### src/rtl/ex_muldiv_unit.sv
// ex_muldiv_unit: iterative MULT/MULTU/DIV/DIVU for the EX stage.
// One shift-add or restoring shift-subtract step per cycle into HI/LO.
module ex_muldiv_unit #(
   parameter int INST_SZ = 32
) (
   input  logic               i_clk,
   input  logic               i_reset,
   input  logic               i_start,
   input  logic [1:0]         i_op,
   input  logic [INST_SZ-1:0] i_operand_a,
   input  logic [INST_SZ-1:0] i_operand_b,
   input  logic               i_flush,
   output logic               o_busy,
   output logic               o_done,
   output logic [INST_SZ-1:0] o_hi,
   output logic [INST_SZ-1:0] o_lo,
   output logic               o_div_by_zero
);

   localparam int N  = INST_SZ;
   localparam int CW = $clog2(INST_SZ + 1);
   localparam logic [CW-1:0] CNT_INIT = CW'(INST_SZ);
   localparam logic [CW-1:0] CNT_LAST = CW'(1);

   typedef enum logic [1:0] {
      S_IDLE,
      S_BUSY,
      S_FIX,
      S_DONE
   } state_t;

   state_t         state_q, state_d;
   logic [1:0]     op_q, op_d;
   logic [N-1:0]   mag_a_q, mag_a_d;
   logic [N-1:0]   mag_b_q, mag_b_d;
   logic [N-1:0]   raw_a_q, raw_a_d;
   logic           neg_q, neg_d;
   logic           rneg_q, rneg_d;
   logic [CW-1:0]  cnt_q, cnt_d;
   logic [2*N-1:0] acc_q, acc_d;
   logic [N-1:0]   hi_q, hi_d;
   logic [N-1:0]   lo_q, lo_d;
   logic           dbz_q, dbz_d;

   logic           sgn_op;
   logic [N-1:0]   abs_a;
   logic [N-1:0]   abs_b;
   logic [N:0]     mul_sum;
   logic [N:0]     div_rem;
   logic [N:0]     div_diff;
   logic [N-1:0]   new_rem;
   logic           q_bit;
   logic [N-1:0]   quo;
   logic [N-1:0]   rem;
   logic [2*N-1:0] prod;

   // Next-state, datapath step and result fix-up
   always_comb begin
      state_d = state_q;
      op_d    = op_q;
      mag_a_d = mag_a_q;
      mag_b_d = mag_b_q;
      raw_a_d = raw_a_q;
      neg_d   = neg_q;
      rneg_d  = rneg_q;
      cnt_d   = cnt_q;
      acc_d   = acc_q;
      hi_d    = hi_q;
      lo_d    = lo_q;
      dbz_d   = dbz_q;

      sgn_op  = ~i_op[0];
      abs_a   = (sgn_op && i_operand_a[N-1]) ? -i_operand_a
                                             : i_operand_a;
      abs_b   = (sgn_op && i_operand_b[N-1]) ? -i_operand_b
                                             : i_operand_b;

      mul_sum = {1'b0, acc_q[2*N-1:N]}
              + (acc_q[0] ? {1'b0, mag_a_q} : {(N+1){1'b0}});

      div_rem  = acc_q[2*N-1:N-1];
      div_diff = div_rem - {1'b0, mag_b_q};
      q_bit    = ~div_diff[N];
      new_rem  = q_bit ? div_diff[N-1:0] : div_rem[N-1:0];

      quo  = acc_q[N-1:0];
      rem  = acc_q[2*N-1:N];
      prod = neg_q ? -acc_q : acc_q;

      if (i_flush) begin
         state_d = S_IDLE;
      end else begin
         unique case (state_q)
            S_IDLE: begin
               if (i_start) begin
                  op_d    = i_op;
                  mag_a_d = abs_a;
                  mag_b_d = abs_b;
                  raw_a_d = i_operand_a;
                  neg_d   = sgn_op & (i_operand_a[N-1] ^ i_operand_b[N-1]);
                  rneg_d  = sgn_op & i_operand_a[N-1];
                  cnt_d   = CNT_INIT;
                  dbz_d   = 1'b0;
                  acc_d   = i_op[1] ? {{N{1'b0}}, abs_a}
                                    : {{N{1'b0}}, abs_b};
                  state_d = S_BUSY;
               end
            end
            S_BUSY: begin
               cnt_d = cnt_q - CNT_LAST;
               if (op_q[1]) begin
                  acc_d = {new_rem, acc_q[N-2:0], q_bit};
               end else begin
                  acc_d = {mul_sum, acc_q[N-1:1]};
               end
               if (cnt_q == CNT_LAST) begin
                  state_d = S_FIX;
               end
            end
            S_FIX: begin
               if (!op_q[1]) begin
                  hi_d = prod[2*N-1:N];
                  lo_d = prod[N-1:0];
               end else if (mag_b_q == '0) begin
                  hi_d  = raw_a_q;
                  lo_d  = '1;
                  dbz_d = 1'b1;
               end else begin
                  lo_d = neg_q  ? -quo : quo;
                  hi_d = rneg_q ? -rem : rem;
               end
               state_d = S_DONE;
            end
            S_DONE: begin
               state_d = S_IDLE;
            end
         endcase
      end
   end

   // State and datapath registers
   always_ff @(posedge i_clk or negedge i_reset) begin
      if (!i_reset) begin
         state_q <= S_IDLE;
         op_q    <= '0;
         mag_a_q <= '0;
         mag_b_q <= '0;
         raw_a_q <= '0;
         neg_q   <= 1'b0;
         rneg_q  <= 1'b0;
         cnt_q   <= '0;
         acc_q   <= '0;
         hi_q    <= '0;
         lo_q    <= '0;
         dbz_q   <= 1'b0;
      end else begin
         state_q <= state_d;
         op_q    <= op_d;
         mag_a_q <= mag_a_d;
         mag_b_q <= mag_b_d;
         raw_a_q <= raw_a_d;
         neg_q   <= neg_d;
         rneg_q  <= rneg_d;
         cnt_q   <= cnt_d;
         acc_q   <= acc_d;
         hi_q    <= hi_d;
         lo_q    <= lo_d;
         dbz_q   <= dbz_d;
      end
   end

   assign o_busy        = (state_q == S_BUSY) || (state_q == S_FIX);
   assign o_done        = (state_q == S_DONE);
   assign o_hi          = hi_q;
   assign o_lo          = lo_q;
   assign o_div_by_zero = dbz_q;

endmodule

### config.mk
export PLATFORM = sky130hd
export DESIGN_NAME = ex_muldiv_unit
export DESIGN_NICKNAME = d
export VERILOG_FILES = /design/src/rtl/ex_muldiv_unit.sv
export SDC_FILE = /design/constraint.sdc
export NUM_CORES = 1
export LEC_CHECK = 0
export ABC_AREA = 0
export CAP_MARGIN = 20
export CORE_MARGIN = 3
export CORE_UTILIZATION = 50
export DETAILED_ROUTE_END_ITERATION = 16
export GPL_TIMING_DRIVEN = 0
export HOLD_SLACK_MARGIN = 0.1
export PLACE_DENSITY = 0.7
export SLEW_MARGIN = 20
export SYNTH_ARGS = -nofsm -noshare
export SYNTH_HDL_FRONTEND = slang
export SYNTH_SLANG_ARGS = --single-unit
### constraint.sdc
create_clock -name i_clk -period 9.1 [get_ports i_clk]
set_input_delay 0.91 -clock i_clk [delete_from_list [all_inputs] [get_ports i_clk]]
set_output_delay 0.91 -clock i_clk [all_outputs]
set_load 0.005 [all_outputs]
After elaboration in Yosys (flattened, before gate mapping)
Cells that the tools add are included.
Word-level totals
  word-level logic and storage cells: 72
  register bits after elaboration: 237
Operators by class
  reductions and logical operators: 12
  eq/ne operators: 9
  multiplexer cells: 25
  add/sub/neg operators: 8
  bitwise logic cells: 6
Operator list (count)
  $mux 32: 11
  $mux 64: 3
  $neg 32->32: 4
  $pmux 64 s2: 1
  $neg 64->64: 1
  $add 32x32->33: 1
  $sub 33x32->33: 1
  $logic_not 32->1: 1
  $pmux 6 s2: 1
  $pmux 2 s4: 1
  $eq 6x1->1 const B: 1
  $mux 2: 3
  $mux 6: 1
  $ne 2x2->1 const B: 3
  $ne 3x3->1 const B: 2
  $reduce_and 3->1: 2
  $sub 6x1->6 const B: 1
  $reduce_and 5->1: 1
  $eq 2x2->1 const B: 2
  $reduce_and 2->1: 2
  $reduce_bool 2->1: 2
  $mux 1: 3
  $not 1->1: 3
  $and 1x1->1: 2
  6 further kinds: 7

Depth between registers and ports, before layout
  depth after elaboration: 6
  mapped depth: 15
  mapped depth without buffers: 13

Worst setup path before layout
No wires, ideal clock.
  path type: register to register
  start: register acc_q[56]
  end: register acc_q[42]
  path buffers: 2
  slack: 5834 ps
  cell stages (with the launch flop): 13
  data required time: 8967 ps
  data arrival time: 3133 ps
  setup time: 133 ps
  cells stage by stage: dfrtp_1 ha_1 clkbuf_1 a211oi_1 nor2_1 nor4_1 o41ai_1 mux2i_1 o31ai_2 nor2_4 buf_4 mux2i_1 o21ai_0
Between the ends
  word-level cells in the longest chain between the ends: 4
Ends and longest elaborated chain
  start: declaration: line 40  | logic [2*N-1:0] acc_q, acc_d;
  start signal: assignment: line 152  | acc_q <= '0;
  start signal: assignment: line 165  | acc_q <= acc_d;
  $sub 33x32->33: line 82  | div_diff = div_rem - {1'b0, mag_b_q};
  $mux 32: line 84  | new_rem = q_bit ? div_diff[N-1:0] : div_rem[N-1:0];
  $mux 64: line 111  | if (op_q[1]) begin
  $pmux 64 s2: line 93  | unique case (state_q)
Every way passes these cells.
A chain may end at the register's enable or synchronous reset.

Worst setup path after layout
  start: register acc_q[3]
  end: register hi_q[29], in the netlist o_hi[29]
Between the ends
  word-level cells in the longest chain between the ends: 3
Ends and longest elaborated chain
  $neg 64->64: line 88  | prod = neg_q ? -acc_q : acc_q;
  $mux 64: line 88
  $mux 32: line 121  | if (!op_q[1]) begin
  end signal: assignment: line 166  | hi_q <= hi_d;
  end: declaration: line 41  | logic [N-1:0] hi_q, hi_d;
Every way passes these cells.

==> results by stage <==
STA:
- The clock period minus worst slack is 4.81 ns.
- The fmax is 208 MHz.
- For the pin with the worst max-slew slack, the measured transition is 1.18 ns.
- Headroom to the max-slew limit came out at 20.4%.
- Setup violations remaining at the end of the flow were counted as 0.
- On the final layout, the worst clock skew is 0.0227 ns.
- The number of pins exceeding their max-slew limit in the final report is 0.
- The final setup TNS is 0 ns.
- The final critical path takes up 52.8% of the cycle.
- The final count of hold timing violations is 0.
- Setup repair after global routing left no endpoint under its margin.

CTS:
- The setup fix buffers added after clock tree synthesis is 0.
- No sink is reached through more buffers than the 3 on the longest clock path.
- For this design, the CTS-stage hold fixing added 0 buffers.
- The maximum level of the CTS H-tree is 1.
- The number of gates resized after CTS was 0.
- Clock latency on the worst-skew pair, taken at its later pin, is 0.60 ns.
- The clock-pin slew on the worst setup and hold paths is 0.06 ns.
- The number of clock sinks seen by CTS is 235.
- The clock tree from TritonCTS is built.
- Counting the buffers created by CTS gives 29.
- The master cell of the clock root buffer is sky130_fd_sc_hd__clkbuf_16.

Floorplanning:
- The area of the die is 38100 µm².
- The number of top-level pins is 137.
- The die width is 195 µm.
- The vertical die dimension is 195 µm.
- The effective utilization at floorplan is 51.3%.
- In this run the standard cell core region covers 34900 µm².
- The cell row count is 68.

Global route:
- Entering global routing, the biggest net connects 97 pins.
- The overflow left after global routing is 0.
- The number of antenna violations at the first check in global routing is 0.
- The via count of the first global-routing pass is 18000.
- The first global-routing pass estimated 113000 µm of wire.
- The combined global-route utilization of all metal layers is 38.9%.

Critical path:
- The critical path is of the reg -> reg type.
- The critical-path cell with the highest stage delay is sky130_fd_sc_hd__nor3_1.
- The critical path goes through clkbuf_1 > or4_4 > nor4_1 > nand4_1 > nor3_1 > a21boi_0 > a211oi_1 > a21oi_1 > nand4_1 > o211a_1.
- The dominant cell type by count on the critical path is sky130_fd_sc_hd__nand4_1.
- The critical path launch point type is a flip-flop.
- The destination of the worst register-to-register timing path is o_hi[29]$_DFFE_PN0P_.
- The number of cells on the worst reg-to-reg path is 10.
- The reg-to-reg setup timing slack is 4.29 ns.
- For the worst setup path, the data required time is 9.62 ns.
- The critical path launch point is acc_q[3]$_DFFE_PN0P_.
- The delay contributed by the slowest stage of the critical path is 1.01 ns.
- The worst register-to-register path begins at acc_q[3]$_DFFE_PN0P_.
- In this design, the largest share of critical-path delay is due to simple AND/OR/NAND/NOR gates.
- Data arrives at the worst endpoint at 5.33 ns.
- The worst-path maximum fanout is 8.
- The number of buffer and inverter instances along the worst setup path is 1.
- The critical path capture point type is a flip-flop.

Place:
- Detailed placement ended at an HPWL of 60300 µm.
- The instance count after placement with tap cells included is 2889.
- The count of buffers added on input and output ports is 135.
- The global placer's final weighted congestion is 1.01.

Synthesis:
- After synthesis, flip-flops and latches occupy 32.9% of the total area.
- Synthesis produced 2297 cells.
- The synthesized design contains 0 enable-type register cells.
- The area share of the largest cell type after synthesis is 32.9%.
- Among all flip-flop cells after synthesis, the most frequent one is sky130_fd_sc_hd__dfrtp_1.
- The cell type contributing the most total cell area after synthesis is sky130_fd_sc_hd__dfrtp_1.
- The fraction of synthesis flops using an asynchronous set or reset pin is 100%.
- By area the synthesized netlist is led by sky130_fd_sc_hd__dfrtp_1 (33%), sky130_fd_sc_hd__nand2_1 (7.4%), sky130_fd_sc_hd__o21ai_0 (6.5%).
- The post-synthesis instance area is 17900 µm².
- The synthesized area per cell is 7.79 µm².
- The number of nets handed over by synthesis was 2443.
- The number of storage elements in the synthesis netlist is 235.
- Yosys printed 0 warnings.
- The count of distinct cell types in the synthesized netlist is 80.

Power and ir drop:
- The leakage dissipation is 8.81 nW.
- The switching power share of the total is 50.7%.
- The internal portion of total power is 4.06 mW.
- The maximum vdd drop is 0.230 mV.
- The combinational cell fraction of total power is 60.4%.
- For this design the ratio of total power to cell area is 395 nW/µm².
- The part of the power in the clock network is 14.8%.
- For this design the total switching power over the nets is 4.18 mW.
- Sequential cells account for 24.7% of the total power.

Finish:
- Counting the fill cells in the layout gives 3254.
- The library cells used most frequently in the layout, excluding fill and tap cells, are sky130_fd_sc_hd__nand2_1 (352), sky130_fd_sc_hd__dfrtp_1 (235), sky130_fd_sc_hd__o21ai_0 (233), sky130_fd_sc_hd__a21oi_1 (203), sky130_fd_sc_hd__nor2_1 (189).
- At the end of the flow the core is filled with cells to 59.8%.
- The post-layout instance count excluding filler cells is 2944.
- The area added between synthesis and finish is 16.7%.
- Leaving out fill and tap cells, the most frequent cell in the layout is sky130_fd_sc_hd__nand2_1.
- The fraction of layout cells with a size suffix above 1 is 3.82%.
- The final layout contains 2611 nets.

Min path:
- The path class of the tightest hold or removal check is in -> async.

Drt:
- The final wirelength is 76700 µm.
- The routed length per instance is 26.1 µm.
- The via count is 19100.
- The total iterations of the first detailed-routing run is 6.
- The detail route stage leaves a number of antenna-violating nets equal to 0.
- Dividing the detail-routed via count by the number of cells gives 6.48.
- The DRC marker count from the first detailed-route iteration is 2385.
- The final routed DRC violation total is 0.

Run status:
- The flow ran to the end, and the final reports show no timing, DRC or antenna violations.

Run:
- Max-cap violations in this run came to 0.
[per-stage QoR]
stage / area [µm²] / hold slack [ns] / setup WS, ns / power, mW
2_1_floorplan: 17900 / 0.438 / 5.83 / 5.01
3_3_place_gp: 19800 / 0.455 / -3.10 / 6.77
3_5_place_dp: 19900 / 0.460 / 4.60 / 6.84
4_1_cts: 20900 / 0.260 / 4.55 / 8.07
5_1_grt: 20900 / 0.281 / 4.20 / 8.70
6_report: 20900 / 0.258 / 4.29 / 8.25
[worst max path at each step]
stage,to,slack [ns],depth (start not counted)
2_1_floorplan,acc_q[42]$_DFFE_PN0P_,5.83,12
3_3_place_gp,o_lo[9]$_DFFE_PN0P_,-3.10,1
3_5_place_dp,o_hi[29]$_DFFE_PN0P_,4.60,9
4_1_cts,o_hi[29]$_DFFE_PN0P_,4.55,9
5_1_grt,o_hi[29]$_DFFE_PN0P_,4.20,9
6_report,o_hi[29]$_DFFE_PN0P_,4.29,10
[per-layer routing]
| metal | wire length [µm] | share of wire (%) | GRT usage, % |
|---|---|---|---|
| met1 | 30900 | 40 | 52.8 |
| met4 | 4740 | 6.2 | 19.9 |
| met3 | 8290 | 11 | 8.80 |
| met5 | 0 | 0 | 0 |
| met2 | 32800 | 43 | 58.5 |
[registers in the layout, indices dropped and copies added (netlist names), 2 cells and up]
register  flops
mag_b_q      32
cnt_q         6
state_q       2
o_hi         32
acc_q        64
o_lo         32
raw_a_q      31
mag_a_q      32
[power by group through the flow]
stage                     Sequential, mW  Clock, mW  Combinational (mW)
after floorplan                     1.82          0                3.19
after global placement              2.01          0                4.76
after detailed placement            2.02          0                4.82
after CTS                           2.00       1.22                4.85
after global routing                2.07       1.26                5.36
final                               2.04       1.22                4.99
[layout make-up]
type | count | area (µm²) | share of cell area, %
Antenna cell | 2 | 5.00 | 0.0240
Buffer | 146 | 557 | 2.67
Clock buffer | 37 | 796 | 3.81
Clock inverter | 16 | 188 | 0.899
Inverter | 73 | 274 | 1.31
Multi-Input combinational cell | 1843 | 11200 | 53.6
Sequential cell | 235 | 5880 | 28.2
Tap cell | 455 | 569 | 2.73
Timing Repair Buffer | 137 | 1410 | 6.76
[synthesized netlist by cell type, types with 5 or more instances]
library cell and number:
sky130_fd_sc_hd__or4_1 9, sky130_fd_sc_hd__and2_1 39, sky130_fd_sc_hd__a31oi_1 24, sky130_fd_sc_hd__nand2b_1 21
sky130_fd_sc_hd__or3_1 18, sky130_fd_sc_hd__nand2_1 352, sky130_fd_sc_hd__o21ai_0 233, sky130_fd_sc_hd__and3_1 9
sky130_fd_sc_hd__mux2i_1 39, sky130_fd_sc_hd__a21oi_1 203, sky130_fd_sc_hd__a22oi_1 14, sky130_fd_sc_hd__xor2_1 101
sky130_fd_sc_hd__xnor2_1 85, sky130_fd_sc_hd__nand3_1 41, sky130_fd_sc_hd__ha_1 74, sky130_fd_sc_hd__or2_2 5
sky130_fd_sc_hd__o221ai_1 8, sky130_fd_sc_hd__o41ai_1 8, sky130_fd_sc_hd__nand4_1 16, sky130_fd_sc_hd__nor3_1 67
sky130_fd_sc_hd__o211ai_1 23, sky130_fd_sc_hd__nor4_1 29, sky130_fd_sc_hd__a21boi_0 7, sky130_fd_sc_hd__o31a_1 5
sky130_fd_sc_hd__a21o_1 23, sky130_fd_sc_hd__o22ai_1 11, sky130_fd_sc_hd__inv_1 71, sky130_fd_sc_hd__nor2_1 189
sky130_fd_sc_hd__buf_1 16, sky130_fd_sc_hd__a211oi_1 21, sky130_fd_sc_hd__mux2_2 17, sky130_fd_sc_hd__o2111ai_1 5
sky130_fd_sc_hd__o21a_1 14, sky130_fd_sc_hd__a221oi_1 5, sky130_fd_sc_hd__o21bai_1 6, sky130_fd_sc_hd__nor2b_1 14
sky130_fd_sc_hd__clkbuf_1 127, sky130_fd_sc_hd__dfrtp_1 235, sky130_fd_sc_hd__o31ai_1 34
[logic make-up after synthesis]
logic type                 count (synthesis)  synth area share (%)
and+or+nand+nor                          840                  21.6
AOI/OAI and AO/OA                        685                  23.1
DFF                                      235                  32.9
buffers and inverters                    219                  4.65
xor gates and xnor gates                 186                  9.11
adders and majority gates                 76                  5.40
muxes                                     56                  3.25
No activity file was read; power rests on OpenSTA's default activity.
